### src/rtl/led_pattern_ctrl_if.sv
// led_pattern_if: control inputs and LED outputs of the LED ring sequencer
interface led_pattern_if #(parameter int WIDTH = 8);
    logic             en;
    logic [1:0]       mode;
    logic [1:0]       speed;
    logic             step;
    logic [WIDTH-1:0] led;
    logic             step_pulse;
    logic             busy;
    modport master (output en, mode, speed, step, input led, step_pulse, busy);
    modport slave  (input en, mode, speed, step, output led, step_pulse, busy);
endinterface

### src/rtl/led_pattern_ctrl.sv
// led_pattern_ctrl: run/pause LED ring sequencer with step prescaler; LED_PATTERN_PINGPONG_EN enables ping-pong mode 2
module led_pattern_ctrl #(
    parameter int WIDTH    = 8,
    parameter int DIV_BASE = 25_000_000
) (
    input logic          clk,
    input logic          rst_n,
    led_pattern_if.slave bus
);
    localparam int CW = $clog2(DIV_BASE);
    typedef enum logic [1:0] {IDLE, RUN, PAUSE} state_t;
    state_t           state;
    logic [CW-1:0]    cnt;
    logic [WIDTH-1:0] led_q, led_nx;
    logic [1:0]       mode_q;
    logic [31:0]      per_m1;
    logic             upd, busy_q, pulse_q;
`ifdef LED_PATTERN_PINGPONG_EN
    logic             dir, dir_nx;
`endif
    assign per_m1 = (32'(DIV_BASE) >> bus.speed) - 32'd1;
    // >= rather than == so a shortened period mid-count steps at once instead of wrapping
    assign upd = (state == RUN) ? (bus.en && 32'(cnt) >= per_m1) : (!bus.en && bus.step);
    assign bus.led        = led_q;
    assign bus.step_pulse = pulse_q;
    assign bus.busy       = busy_q;
    // next pattern: a mode change reloads the seed, otherwise advance by the latched mode
    always_comb begin
        led_nx = led_q;
`ifdef LED_PATTERN_PINGPONG_EN
        dir_nx = dir;
`endif
        if (bus.mode != mode_q) begin
            led_nx = WIDTH'(1);
`ifdef LED_PATTERN_PINGPONG_EN
            dir_nx = 1'b1;
`endif
        end
        else if (mode_q == 2'd3)
            led_nx = &led_q ? WIDTH'(1) : {led_q[WIDTH-2:0], 1'b1};
        else if (mode_q == 2'd1)
            led_nx = {led_q[WIDTH-2:0], led_q[WIDTH-1]};
`ifdef LED_PATTERN_PINGPONG_EN
        else if (mode_q == 2'd2) begin
            led_nx = dir ? led_q << 1 : led_q >> 1;
            dir_nx = dir ? !led_nx[WIDTH-1] : led_nx[0];
        end
`endif
        else
            led_nx = {led_q[0], led_q[WIDTH-1:1]};
    end
    // run/pause FSM, prescaler and registered pattern outputs; every state goes to RUN exactly when en is high
    always_ff @(posedge clk or negedge rst_n) begin
        if (!rst_n) begin
            state   <= IDLE;
            cnt     <= '0;
            led_q   <= WIDTH'(1);
            mode_q  <= 2'd0;
            pulse_q <= 1'b0;
            busy_q  <= 1'b0;
`ifdef LED_PATTERN_PINGPONG_EN
            dir     <= 1'b1;
`endif
        end else begin
            state   <= bus.en ? RUN : (state == IDLE && !bus.step) ? IDLE : PAUSE;
            busy_q  <= bus.en;
            pulse_q <= upd;
            if (state == RUN && bus.en)
                cnt <= upd ? '0 : cnt + 1'b1;
            if (upd) begin
                led_q  <= led_nx;
                mode_q <= bus.mode;
`ifdef LED_PATTERN_PINGPONG_EN
                dir    <= dir_nx;
`endif
            end
        end
    end
endmodule

### src/flat_wrapper.sv
// flat-port wrapper written by rule: the top's interface ports become plain ports
module led_pattern_ctrl_flat 
#(
    parameter int WIDTH    = 8,
    parameter int DIV_BASE = 25_000_000
)
  (clk, rst_n, bus_en, bus_mode, bus_speed, bus_step, bus_led, bus_step_pulse, bus_busy);
  led_pattern_if #(.WIDTH(WIDTH)) bus_i ();
  input logic clk;
  input logic rst_n;
  input wire logic [$bits(bus_i.en)-1:0] bus_en;
  input wire logic [$bits(bus_i.mode)-1:0] bus_mode;
  input wire logic [$bits(bus_i.speed)-1:0] bus_speed;
  input wire logic [$bits(bus_i.step)-1:0] bus_step;
  output wire logic [$bits(bus_i.led)-1:0] bus_led;
  output wire logic [$bits(bus_i.step_pulse)-1:0] bus_step_pulse;
  output wire logic [$bits(bus_i.busy)-1:0] bus_busy;
  assign bus_i.en = bus_en;
  assign bus_i.mode = bus_mode;
  assign bus_i.speed = bus_speed;
  assign bus_i.step = bus_step;
  assign bus_led = bus_i.led;
  assign bus_step_pulse = bus_i.step_pulse;
  assign bus_busy = bus_i.busy;
  led_pattern_ctrl #(.WIDTH(WIDTH), .DIV_BASE(DIV_BASE)) u_core (.clk(clk), .rst_n(rst_n), .bus(bus_i));
endmodule
### config.mk
export PLATFORM = sky130hd
export DESIGN_NAME = led_pattern_ctrl_flat
export DESIGN_NICKNAME = d
export VERILOG_FILES = /design/src/rtl/led_pattern_ctrl_if.sv /design/src/rtl/led_pattern_ctrl.sv /design/src/flat_wrapper.sv
export SDC_FILE = /design/constraint.sdc
export NUM_CORES = 1
export LEC_CHECK = 0
export CORE_MARGIN = 3
export CORE_UTILIZATION = 40
export CTS_CLUSTER_DIAMETER = 200
export DETAILED_ROUTE_END_ITERATION = 10
export SYNTH_ARGS = -nofsm -noshare
export SYNTH_HDL_FRONTEND = slang
export SYNTH_SLANG_ARGS = --single-unit
### constraint.sdc
create_clock -name clk -period 3.14 [get_ports clk]
set_input_delay 0.471 -clock clk [delete_from_list [all_inputs] [get_ports clk]]
set_output_delay 0.471 -clock clk [all_outputs]
set_load 0.01 [all_outputs]
==> metrics <==
status=complete, no violations; Worst Hold Class=in -> async; via count=1,891; proportion of layout cells with a drive suffix above 1=13.9%; Reg2Reg Setup Slack=~540 ps; final worst-path cycle share=a little over nine tenths; Post-synth EDFFs=0; total gr overflow=0; final wirelength=just over 5 mm; Placed Cells=358; Worst R2R End=u_core.bus.led[7]; Setup crit start=bus_speed[0]; DIE AREA=0.00708 mm2; Detailed Place HPWL=3.78 mm; First-pass DRT Iterations=4; # nets final=between 300 and 400; Flop pwr share=about 50%; clock buffer count from CTS=5; Startpoint Class=input pin; setup violators final=0; Clk pwr share=a little under a third; Crit path arrival time=approximately 3200 ps; largest net degree at the start of global routing=39; Post-Synthesis Cells=260; VDD IR max=0.000215 V; fraction of registers with async set/reset=100%; Internal Pwr Total=approximately 0.00083 W; P_sw=0.000357 W; area share of and/or/nand/nor cells after synthesis=23.7%; Max clock buf depth=2; Worst Reg-to-Reg Cells=8; Synth Area in Adders=10.2%; FF+latch count, synth=38; initial core utilization=42.8%; skew final=7.00 ps; Pins Over Slew Limit=0; Synth Flop Type=dfrtp_1; unrepaired setup endpoints after global routing=no; area grow syn2layout=18.2%; Avg WL per Cell=~14 um; Reg clk slew, reported paths=around 70 ps; switch share=roughly 30%; fmax=roughly 0.33 GHz; first-pass GRT wire length=8.81 mm; Compound-Gate Fraction of Synth Area=under 10%; I/O pins=18; leak pwr=1.34 nW; Synth cell types=46; Synth top cells by count=nor2_1 (43), dfrtp_1 (37), nand2_1 (24); IO Port Bufs=17; row count=27; n_diodes=0; most frequent cell after synthesis=nor2_1; GRT Total Usage=15.4%; CTS tree=done; Synth Area in XOR/XNOR=under 10%; main combinational cell family by area after synthesis=simple AND/OR/NAND/NOR gates; Post-CTS Setup Repair Bufs=0; Worst Path Max Fanout=7; pre-CTS setup slack=-490 ps; Die Ht=84.2 um; crit path kind=in -> reg; Pwr Total=between 0.001 and 0.0015 W; PwrDens=412 mW/mm2; final non-filler cell total=366; H-tree depth=2; Core Area=between 0.005 and 0.006 mm2; Detail Route Antenna Nets=0; Vias/cell=5.17; final hold slack=~280 ps; Period minus WS final=between 3000 and 4000 ps; post-synthesis sequential area ratio=39.0%; area fraction of the dominant cell type after synthesis=37.9%; Slew HR=42.5%; synthesized area=roughly 0.0024 mm2; Synth area leader=dfrtp_1; Critical Path End=u_core.bus.led[7]; power share of the combinational group=19.8%; portion of netlist area occupied by mux cells=5.99%; clk_lat worst skew=290 ps; Max-cap violations=0; final setup TNS=0 ps; Post-Synthesis Net Count=287; Ys Warns=0; drt drc=0; placer congestion estimate=around 0.84; Worst Tran Pin Value=862 ps; synth top area cells=dfrtp_1 (38%), ha_1 (9.7%), nor2_1 (6.6%), mux2_4 (5.5%), xnor2_1 (4.3%); number of global-route vias before repair=~1.8k; Data required, critical path=3320 ps; First DRT Iteration DRCs=between 90 and 100; Crit. End Element=flip-flop; CTS root buffer=clkbuf_8; Syn Area/Cell=about 9.4 um2; R2R Path Start=u_core.cnt[3]; initial antenna violation count=0; CTS sink cnt=38; Chip Width=between 80 and 90 um; fin worst setup slack=134 ps; final hold vios=0
[worst min-delay path by stage]
| stage | startpoint | endpoint | slack (ps) | cells after the start |
|---|---|---|---|---|
| 4_1_cts | rst_n | u_core.cnt[4] | 310 | 1 |
| 5_1_grt | rst_n | u_core.cnt[4] | 360 | 1 |
| 3_3_place_gp | u_core.state[1] | u_core.state[1] | 500 | 2 |
| 3_5_place_dp | u_core.cnt[1] | u_core.cnt[1] | 510 | 2 |
| 2_1_floorplan | rst_n | u_core.bus.led[1] | 180 | 0 |
| 6_report | rst_n | u_core.cnt[22] | 280 | 1 |
[kinds of logic after synthesis]
| logic type | count (synthesis) |
|---|---|
| buffers and inverters | 17 |
| DFF | 38 |
| muxes | 10 |
| other | 1 |
| AOI/OAI and AO/OA | 31 |
| and+or+nand+nor | 119 |
| adders and majority gates | 20 |
| xor gates and xnor gates | 24 |
[cells in the final DEF, fill, tap and decap left out, types with 2 or more instances in the layout]
master / instances
nor2_1: 43
dfrtp_1: 37
nand2_1: 24
ha_1: 19
nand3_1: 15
clkdlybuf4s50_1: 14
buf_4: 13
a21oi_1: 12
xnor2_1: 12
xor2_1: 12
inv_1: 11
nand4_1: 9
mux2_4: 9
nor2b_1: 8
clkbuf_8: 6
nor3_1: 5
o21ai_0: 5
and3_1: 4
a21o_1: 2
or3_1: 2
dlygate4sd2_1: 2
buf_12: 2
[layer usage]
layer | part of all wire [%] | up-vias | track usage (%)
met1 | 51 | 895 | 21.8
li1 | - | 964 | -
met2 | 45 | 26 | 23.3
met4 | 1.4 | 0 | 4.97
met3 | 3.4 | 6 | 3.63
met5 | 0 | - | 0
[power by group through the flow]
stage	combinational (W)	clock (W)	sequential, W
final	0.000236	0.000357	0.000597
after global routing	0.000265	0.000394	0.000604
after CTS	0.000238	0.000366	0.000597
after detailed placement	0.000239	0	0.000606
after global placement	0.000233	0	0.000605
after floorplan	0.000155	0	0.000590
[cell type report]
| type | count | area (um2) |
|---|---|---|
| flip-flops and latches | 38 | 952 |
| fillers | 561 | 2820 |
| clock buffers | 6 | 82.6 |
| inverters | 11 | 41.3 |
| clock inverters | 2 | 12.5 |
| repair buffers | 32 | 300 |
| multi-input cells | 205 | 1410 |
| well taps | 72 | 90.1 |
[metrics by stage]
step                cell area (um2)  utilization, %
finish                         2890            50.6
global route                   2890            50.6
CTS                            2890            50.6
detailed placement             2800            49.0
global placement               2800            49.0
floorplan                      2440               -
[sequential cells by signal, summed over array words and instances, names as in the netlist]
signal                 cells
u_core.cnt                25
u_core.mode_q              2
u_core.bus.step_pulse      1
u_core.bus.led             8
u_core.state               2
[worst max-delay path, cell delays in order]
cell and delay, ps:
dlygate4sd2_1 290, nor2b_4 130, inv_1 50, ha_1 280
ha_1 270, nand2_1 40, or4b_4 520, a2111oi_4 340
o311ai_2 140, nand4_2 180, buf_12 140, mux2_2 330
[timing repair]
action,4_1_cts,5_1_grt
gates resized for setup,2,0
hold buffers,0,0
endpoints found under the setup margin,10,0
hold endpoints to repair,0,0
No activity file was read; power rests on OpenSTA's default activity.
